$ cat src/rtl/fft32_in_framer_if.sv
// Stream bundle between a sample source and fft32_in_framer.
// FLUSH exists only when FRAMER_FLUSH_EN is defined.
interface fft32_in_framer_if #(
  parameter int nb = 16
);
  logic [nb-1:0] IN_DR;
  logic [nb-1:0] IN_DI;
  logic          IN_VLD;
  logic          IN_RDY;
  logic          START;
  logic [nb-1:0] DR;
  logic [nb-1:0] DI;
  logic          BUSY;
`ifdef FRAMER_FLUSH_EN
  logic          FLUSH;

  modport master (
    output IN_DR, IN_DI, IN_VLD, FLUSH,
    input  IN_RDY, START, DR, DI, BUSY
  );
  modport slave (
    input  IN_DR, IN_DI, IN_VLD, FLUSH,
    output IN_RDY, START, DR, DI, BUSY
  );
`else
  modport master (
    output IN_DR, IN_DI, IN_VLD,
    input  IN_RDY, START, DR, DI, BUSY
  );
  modport slave (
    input  IN_DR, IN_DI, IN_VLD,
    output IN_RDY, START, DR, DI, BUSY
  );
`endif
endinterface

$ cat src/rtl/fft32_in_framer.sv
// Ping-pong input framer for FFT32: packs a valid/ready stream into 32-sample frames,
// emitting START then 32 back-to-back samples. FRAMER_FLUSH_EN enables zero-pad flushing.
module fft32_in_framer #(
  parameter int nb  = 16,
  parameter int GAP = 0
) (
  input  logic               CLK,
  input  logic               RST,
  fft32_in_framer_if.slave   bus
);

  localparam logic [1:0] IDLE = 2'd0;
  localparam logic [1:0] STRT = 2'd1;
  localparam logic [1:0] STRM = 2'd2;
  localparam logic [1:0] WAIT = 2'd3;
  localparam int GW = (GAP > 1) ? $clog2(GAP) : 1;

  logic [nb-1:0] bank_re [0:63];
  logic [nb-1:0] bank_im [0:63];

  logic [1:0]    full_q, full_d;
  logic          wr_bank_q, wr_bank_d;
  logic          rd_bank_q, rd_bank_d;
  logic [4:0]    wr_addr_q, wr_addr_d;
  logic [4:0]    rd_addr_q, rd_addr_d;
  logic [1:0]    state_q, state_d;
  logic [GW-1:0] gap_cnt_q, gap_cnt_d;
  logic [nb-1:0] dr_q, dr_d;
  logic [nb-1:0] di_q, di_d;
  logic          rdy_en_q;
`ifdef FRAMER_FLUSH_EN
  logic          flush_q, flush_d;
`endif

  logic          in_rdy;
  logic          accept;
  logic          wr_en;
  logic [5:0]    wr_idx;
  logic [nb-1:0] wr_re, wr_im;
  logic          rd_release;
  logic          rd_fetch;
  logic [4:0]    fetch_addr;

  // rdy_en_q keeps IN_RDY low through reset and until the first edge after release
`ifdef FRAMER_FLUSH_EN
  assign in_rdy = rdy_en_q & ~full_q[wr_bank_q] & ~flush_q;
`else
  assign in_rdy = rdy_en_q & ~full_q[wr_bank_q];
`endif
  assign accept = bus.IN_VLD & in_rdy;
  assign wr_idx = {wr_bank_q, wr_addr_q};

  assign bus.IN_RDY = in_rdy;
  assign bus.START  = (state_q == STRT);
  assign bus.BUSY   = (state_q == STRT) || (state_q == STRM);
  assign bus.DR     = dr_q;
  assign bus.DI     = di_q;

  always_comb begin
    state_d    = state_q;
    rd_addr_d  = rd_addr_q;
    rd_bank_d  = rd_bank_q;
    gap_cnt_d  = gap_cnt_q;
    rd_release = 1'b0;
    rd_fetch   = 1'b0;
    fetch_addr = 5'd0;
    dr_d       = '0;
    di_d       = '0;
    // The output register is loaded one cycle ahead, so the entry shown in STRM is rd_addr_q
    case (state_q)
      IDLE: begin
        if (full_q[rd_bank_q]) begin
          state_d   = STRT;
          rd_addr_d = 5'd0;
        end
      end
      STRT: begin
        state_d    = STRM;
        rd_fetch   = 1'b1;
        fetch_addr = 5'd0;
      end
      STRM: begin
        if (rd_addr_q == 5'd31) begin
          rd_release = 1'b1;
          rd_bank_d  = ~rd_bank_q;
          if (GAP > 0) begin
            state_d   = WAIT;
            gap_cnt_d = GW'(GAP - 1);
          end else begin
            state_d = IDLE;
          end
        end else begin
          rd_addr_d  = rd_addr_q + 5'd1;
          rd_fetch   = 1'b1;
          fetch_addr = rd_addr_q + 5'd1;
        end
      end
      default: begin
        if (gap_cnt_q == '0) begin
          state_d = IDLE;
        end else begin
          gap_cnt_d = gap_cnt_q - 1'b1;
        end
      end
    endcase
    if (rd_fetch) begin
      dr_d = bank_re[{rd_bank_q, fetch_addr}];
      di_d = bank_im[{rd_bank_q, fetch_addr}];
    end
  end

  always_comb begin
    full_d    = full_q;
    wr_bank_d = wr_bank_q;
    wr_addr_d = wr_addr_q;
    wr_en     = accept;
    wr_re     = bus.IN_DR;
    wr_im     = bus.IN_DI;
`ifdef FRAMER_FLUSH_EN
    flush_d   = flush_q;
    if (flush_q) begin
      wr_en = 1'b1;
      wr_re = '0;
      wr_im = '0;
    end
`endif
    if (wr_en) begin
      wr_addr_d = wr_addr_q + 5'd1;
      if (wr_addr_q == 5'd31) begin
        full_d[wr_bank_q] = 1'b1;
        wr_bank_d         = ~wr_bank_q;
`ifdef FRAMER_FLUSH_EN
        flush_d           = 1'b0;
`endif
      end
    end
`ifdef FRAMER_FLUSH_EN
    // A sample accepted alongside FLUSH is counted before deciding whether padding is needed
    if (!flush_q && bus.FLUSH && (wr_addr_d != 5'd0)) begin
      flush_d = 1'b1;
    end
`endif
    // The reader only ever releases the bank the writer is not filling
    if (rd_release) begin
      full_d[rd_bank_q] = 1'b0;
    end
  end

  always_ff @(posedge CLK or negedge RST) begin
    if (!RST) begin
      full_q    <= 2'b00;
      wr_bank_q <= 1'b0;
      rd_bank_q <= 1'b0;
      wr_addr_q <= 5'd0;
      rd_addr_q <= 5'd0;
      state_q   <= IDLE;
      gap_cnt_q <= '0;
      dr_q      <= '0;
      di_q      <= '0;
      rdy_en_q  <= 1'b0;
`ifdef FRAMER_FLUSH_EN
      flush_q   <= 1'b0;
`endif
    end else begin
      full_q    <= full_d;
      wr_bank_q <= wr_bank_d;
      rd_bank_q <= rd_bank_d;
      wr_addr_q <= wr_addr_d;
      rd_addr_q <= rd_addr_d;
      state_q   <= state_d;
      gap_cnt_q <= gap_cnt_d;
      dr_q      <= dr_d;
      di_q      <= di_d;
      rdy_en_q  <= 1'b1;
`ifdef FRAMER_FLUSH_EN
      flush_q   <= flush_d;
`endif
    end
  end

  always_ff @(posedge CLK) begin
    if (wr_en) begin
      bank_re[wr_idx] <= wr_re;
      bank_im[wr_idx] <= wr_im;
    end
  end

endmodule

$ cat src/flat_wrapper.sv
// flat-port wrapper written by rule: the top's interface ports become plain ports
module fft32_in_framer_flat 
#(
  parameter int nb  = 16,
  parameter int GAP = 0
)
  (CLK, RST, bus_IN_DR, bus_IN_DI, bus_IN_VLD, bus_IN_RDY, bus_START, bus_DR, bus_DI, bus_BUSY);
  fft32_in_framer_if #(.nb(nb)) bus_i ();
  input  logic CLK;
  input  logic RST;
  input wire logic [$bits(bus_i.IN_DR)-1:0] bus_IN_DR;
  input wire logic [$bits(bus_i.IN_DI)-1:0] bus_IN_DI;
  input wire logic [$bits(bus_i.IN_VLD)-1:0] bus_IN_VLD;
  output wire logic [$bits(bus_i.IN_RDY)-1:0] bus_IN_RDY;
  output wire logic [$bits(bus_i.START)-1:0] bus_START;
  output wire logic [$bits(bus_i.DR)-1:0] bus_DR;
  output wire logic [$bits(bus_i.DI)-1:0] bus_DI;
  output wire logic [$bits(bus_i.BUSY)-1:0] bus_BUSY;
  assign bus_i.IN_DR = bus_IN_DR;
  assign bus_i.IN_DI = bus_IN_DI;
  assign bus_i.IN_VLD = bus_IN_VLD;
  assign bus_IN_RDY = bus_i.IN_RDY;
  assign bus_START = bus_i.START;
  assign bus_DR = bus_i.DR;
  assign bus_DI = bus_i.DI;
  assign bus_BUSY = bus_i.BUSY;
  fft32_in_framer #(.nb(nb), .GAP(GAP)) u_core (.CLK(CLK), .RST(RST), .bus(bus_i));
endmodule
$ cat config.mk
export PLATFORM = sky130hd
export DESIGN_NAME = fft32_in_framer_flat
export DESIGN_NICKNAME = d
export VERILOG_FILES = /design/src/rtl/fft32_in_framer_if.sv /design/src/rtl/fft32_in_framer.sv /design/src/flat_wrapper.sv
export SDC_FILE = /design/constraint.sdc
export NUM_CORES = 2
export LEC_CHECK = 0
export BUFFER_PORTS_ARGS = -buffer_cell sky130_fd_sc_hd__clkbuf_2
export CORE_UTILIZATION = 63
export CTS_CLUSTER_DIAMETER = 50
export CTS_CLUSTER_SIZE = 10
export DETAILED_ROUTE_END_ITERATION = 10
export PLACE_DENSITY = 0.84
export SETUP_SLACK_MARGIN = 0.15
export SYNTH_ARGS = -nofsm -noshare
export SYNTH_HDL_FRONTEND = slang
export SYNTH_SLANG_ARGS = --single-unit
$ cat constraint.sdc
create_clock -name CLK -period 3.9 [get_ports CLK]
set_clock_uncertainty 0.15 [all_clocks]
set_input_delay 0.39 -clock CLK [delete_from_list [all_inputs] [get_ports CLK]]
set_output_delay 0.39 -clock CLK [all_outputs]
set_load 0.005 [all_outputs]
* Word-level counts from Yosys, hierarchy flattened
Memory sizes are Yosys's and may differ from the RTL's.
Index checks and enable logic that the tools add are counted.
** Storage, ports and cells
- Register bits :: 50
- Bits in writable memories :: 2048
- Input port bits :: 35
- Output and inout bits :: 35
- Word-level logic and storage cells :: 74
- Memories :: 2
** Memory list
- u_core.bank_im :: depth 64, bits a word 16, rd ports 1, clocked after memory_dff 0, write ports 1, RTL line fft32_in_framer.sv:19 : logic [nb-1:0] bank_im [0:63];
- u_core.bank_re :: depth 64, bits a word 16, rd ports 1, clocked after memory_dff 0, write ports 1, RTL line fft32_in_framer.sv:18 : logic [nb-1:0] bank_re [0:63];
** Cells by class
- $add $sub $neg :: 3
- $lt $le $gt $ge :: 4
- Eq/ne operators :: 8
- Mux-type cells :: 29
- Bitwise gates (word level) :: 8
- Reductions and logical operators :: 10
** Operator list (count)
- $mux 16 :: 2
- $mux 5 :: 4
- $mux 1 :: 12
- $mux 2 :: 6
- $add 5x1->5 const B :: 2
- $eq 5x5->1 const B :: 2
- $pmux 5 s2 :: 1
- $pmux 2 s3 :: 1
- $reduce_and 3->1 :: 2
- $lt 1x2->1 const B :: 2
- $ne 2x2->1 const B :: 2
- $ne 4x4->1 const B :: 1
- $reduce_and 2->1 :: 2
- $not 1->1 :: 3
- $reduce_or 3->1 :: 1
- $and 1x1->1 :: 2
- $and 2x2->2 :: 1
- $demux 1 s1 :: 2
- $eq 2x1->1 const B :: 1
- $eq 2x2->1 const B :: 1
- $ge 1x1->1 const B :: 2
- $logic_and 1x1->1 :: 2
- $logic_not 2->1 :: 1
- $ne 2x1->1 const B :: 1
- 6 further kinds :: 6

* Logic depth before layout (Yosys ltp)
- Depth in word-level cells :: 9
- Depth in mapped cells :: 14
- Gate-level depth less buffers :: 9

* Least setup slack after synthesis
OpenSTA, ideal clock, no wires.
- Path type :: register -> register
- Start :: register u_core.wr_bank_q
- End :: memory u_core.bank_im[63][0] (enable)
- Setup time :: 0.421 ns
- Data arrival time :: 2.784 ns
- Required time :: 3.329 ns
- Path slack :: 0.545 ns
- Stages on the path, launching flop included :: 6
- Buffers on the path :: 1
- Clock period less this slack :: 3.355 ns
- Cell sequence :: dfrtp_1 mux2i_1 and3_1 clkbuf_1 nand4_1 nor2_1
** Between the ends
- Cells in the longest elaborated chain, start to end :: 7
** RTL lines
- start, declared :: RTL line fft32_in_framer.sv:22 : logic wr_bank_q, wr_bank_d;
- start signal, assigned :: RTL line fft32_in_framer.sv:166 : wr_bank_q <= wr_bank_d;
- $mux 1 (implied by the code) (2 in series) :: RTL line fft32_in_framer.sv:48 : assign in_rdy = rdy_en_q & ~full_q[wr_bank_q];
- $not 1->1 :: RTL line fft32_in_framer.sv:48
- $and 1x1->1 :: RTL line fft32_in_framer.sv:48
- $and 1x1->1 :: RTL line fft32_in_framer.sv:50 : assign accept = bus.IN_VLD & in_rdy;
- $mux 1 :: RTL line fft32_in_framer.sv:182 : if (wr_en) begin
- $mux 1 (implied by the code) :: RTL line fft32_in_framer.sv:184 : bank_im[wr_idx] <= wr_im;
- end, declared :: RTL line fft32_in_framer.sv:19
Several ways; a longest one is shown, not always the timed one. The select of a mux whose other input is x is not followed.

* Worst setup path after layout
- Start :: register u_core.rd_addr_q[0]
- End :: register u_core.di_q[2] (netlist: u_core.bus.DI[2])
** Between the ends
- Cells in the longest elaborated chain, start to end :: 5
- Elaborated cells between the ends (all ways) :: 8
** RTL lines
- start, declared :: RTL line fft32_in_framer.sv:25 : logic [4:0] rd_addr_q, rd_addr_d;
- start signal, assigned :: RTL line fft32_in_framer.sv:169 : rd_addr_q <= rd_addr_d;
- $add 5x1->5 / $eq 5x5->1 (equally long branches) :: RTL line fft32_in_framer.sv:95, fft32_in_framer.sv:83
- $mux 5 :: RTL line fft32_in_framer.sv:83 : if (rd_addr_q == 5'd31) begin
- $mux 5 :: RTL line fft32_in_framer.sv:70 : case (state_q)
- $mem_v2 64x16
- $mux 16 * :: RTL line fft32_in_framer.sv:106 : if (rd_fetch) begin
- via u_core.di_d[2] :: RTL line fft32_in_framer.sv:29 : logic [nb-1:0] di_q, di_d;
- end signal, assigned :: RTL line fft32_in_framer.sv:173 : di_q <= di_d;
- end, declared :: RTL line fft32_in_framer.sv:29
The timed path passes the listed nets; every way through them passes the cells marked *.
A chain may end at the register's enable or synchronous reset.

==> impl_metrics.toml <==
[drt]
vias = 53200
avgViaCountPerCell = 7.54
dr.pass1.iters = 9
drt_iter0_markers = 10000
ant_nets = 0
avgRoutedWirePerCell_um = 35.1
drcViolationCount = 0
wl_um = 248000

[die]
dieArea_mm2 = 0.133
initial_core_util_pct = 63.8
die_w_um = 365
io_pins = 70
coreArea_mm2 = 0.130
std_cell_rows = 132
fp.dieH_um = 365

[logic_synthesis]
syn_inst = 4938
synth_top_family_by_area = "compound AO/OA/AOI/OAI gates"
synth_sequential_area_ratio_pct = 75.7
synth_compound_area_share_pct = 10.0
synth_xor_area_share_pct = 0.0739
synth_edf_count = 2048
ys.flop_type = "edfxtp_1"
synthTopCellsByArea = "edfxtp_1 (74%), mux4_2 (3.2%), mux2i_1 (2.7%)"
synth_cell_types = 88
async_flop_share_pct = 2.34
synth_fa_ha_area_share_pct = 0.106
yosys-mux-area-fraction_pct = 6.77
ys_seq_elements = 2097
synth_top_area_cell = "edfxtp_1"
synth_top_area_share_pct = 74.2
synth-simple-area-share_pct = 5.17
ys_warn_count = 0
avgSynthCellArea_um2 = 16.8
netlist_area_mm2 = 0.0829
synth_nets = 4980

[timing]
rsz0062_at_grt = "yes"
whs_ps = 19.0
min_period_ps = 3940
fin_setup_tns_ps = -39.2
final_max_slew_viol_count = 0
fin_crit_sh_pct = 101
finalWorstSetupSlack_ps = -39.2
worst_pin_slew_ps = 1390
slew_headroom_pct = 7.35
final-hold-violation-count = 0
setup_viol = 1
fmax_ghz = 0.254

[finish]
seq_area_mm2 = 0.0627
drive_gt1_share_pct = 18.2
multi_input_area_mm2 = 0.0191
n_fill_cell = 6855
stdcell_area_mm2 = 0.0948
fin_nets = 5243
area_delta_synth_final_pct = 14.4

[placement]
gp_congestion = 0.904
placed_area_mm2 = 0.0879
place_ws_ps = -68.5
port_buffers = 69
dp_hpwl_um = 134000

[global_route]
grt_pass1_wl_um = 349000
grtUsageTotal_pct = 36.7
antenna_found_initial = 10
grt_pass1_vias = 52500
grt-ovfl-total = 0
grt_max_degree = 159

[setup_path]
end_kind = "flop"
r2r-start = "u_core.rd_addr_q[0]"
cp-startpoint = "u_core.rd_addr_q[0]"
start_kind = "flop"
crit_fanout = 46
cp.arrival_ps = 4530
crit_type = "flop to flop"
critPathRequiredTime_ps = 4490

[pwr]
power_density_mw_per_mm2 = 596
ir_drop_uv = 563
p_leak_nw = 30.5
power_mw = 56.5

[worst_hold_path]
hp-start = "bus_IN_DR[7]"
hold_class = "input pin to flop"

[clock_tree]
insertion_delay_ps = 870
clkTransAtPathRegs_ps = 60
clk_path_buf_depth = 3
htreeDepth = 4
cts_tree = "yes"
clk_root_buffer_cell = "clkbuf_16"
cts.sinks = 2097
cts_buffers = 230

[status]
violations = "negative setup slack"
outcome = "finished, violations left"

[run]
cap_violations = 0
## report_power, final
group | switching, mW | internal, mW | leakage [nW]
Sequential | 0.340 | 25.3 | 19.1
Clock | 8.29 | 11.0 | 3.09
Combinational | 7.67 | 3.97 | 8.35
Total | 16.3 | 40.2 | 30.5
## cells in the final DEF (no fill, tap or decap), types with 76 or more instances in the layout
cell,netlist,final
a22oi_1,120,120
clkbuf_16,0,237
clkbuf_1,111,87
a211oi_1,130,123
o21ai_0,108,105
nand2_1,377,376
a21oi_1,176,176
nor2b_1,77,76
mux4_2,116,116
buf_4,19,196
buf_12,0,113
nand3_1,135,135
mux2i_1,220,220
a221oi_1,82,78
edfxtp_1,2048,2048
## state kept, by name, summed over array words and instances, names as in the netlist
signal / count
u_core.full_q: 2
u_core.wr_bank_q: 1
u_core.bus.DR: 16
u_core.wr_addr_q: 5
u_core.bank_im: 1024
u_core.bus.DI: 16
u_core.rd_bank_q: 1
u_core.rdy_en_q: 1
u_core.bank_re: 1024
u_core.state_q: 2
u_core.rd_addr_q: 5
## cell type report
type	count	share of cell area [%]
antenna	4	0.0106
clock buffer	320	6.49
clock inverter	16	0.257
inverter	8	0.0409
multi-input combinational	2471	20.1
sequential	2097	66.1
tap	1742	2.30
timing repair buffer	393	4.60
## worst max-delay path: stages, from the launching register on
cell and delay [ps]:
dfrtp_4 440, ha_4 210, and3_1 170, ha_1 300, buf_4 240, or3b_4 200, buf_12 290, clkbuf_16 320
nand2_1 120, and3_1 180, o21ai_0 460, a41oi_2 330, a22oi_1 310
## metrics by stage
stage,utilization [%],instances
finish,73.0,7051
global route,73.0,7047
CTS,72.6,7028
detailed placement,67.6,6685
global placement,67.6,6685
floorplan,-,4938
## logic make-up (layout without fill, tap and decap cells)
group | Yosys count | count (layout)
compound gates | 1142 | 1142
buf+inv | 371 | 737
other cells | 1 | 5
fa+ha+maj | 7 | 7
simple gates | 907 | 907
flops | 2097 | 2097
mux | 406 | 407
xor+xnor | 7 | 7
## cells in the mapped netlist, drive strengths merged (21+ instances only)
cell type  count
a211o         31
and3          29
mux2          69
edfxtp      2048
nor2b         77
a2bb2oi       30
dfrtp         49
o22ai         69
a21oi        176
a22o          24
o211ai        57
a22oi        120
a211oi       130
and2          22
nand3        135
mux4         116
nand2b        38
o31ai         21
o21ai        119
nor3          24
buf          250
clkbuf       113
nor2         144
a31oi         51
a222oi        24
mux2i        221
nand2        377
a221oi        85
## what timing repair did
item	CTS	global route
pin swaps	1	4
gates resized for setup	10	43
setup endpoints to repair	23	28
hold endpoints to repair	49	0
hold buffers	2	0
cloned	0	5
setup buffers	5	14
## worst paths after layout
check,end,slack (ps),cells after the start
max in group asynchronous,u_core.bus.DR[15],2310,3
min reg2reg,u_core.rd_addr_q[4],360,2
min,u_core.bank_re[52][7],20,2
max,u_core.bus.DI[2],-40,12
min in group asynchronous,u_core.bus.DR[7],180,3
max reg2reg,u_core.bus.DI[2],-40,12
## routing by layer
layer / routed length [um] / global-route usage [%] / part of all wire, %
met1: 78500 / 46.3 / 32
met2: 113000 / 55.6 / 45
met3: 37300 / 10.1 / 15
met4: 19200 / 25.7 / 7.8
met5: 101 / 0 / 0.041
No activity file was read; power rests on OpenSTA's default activity.
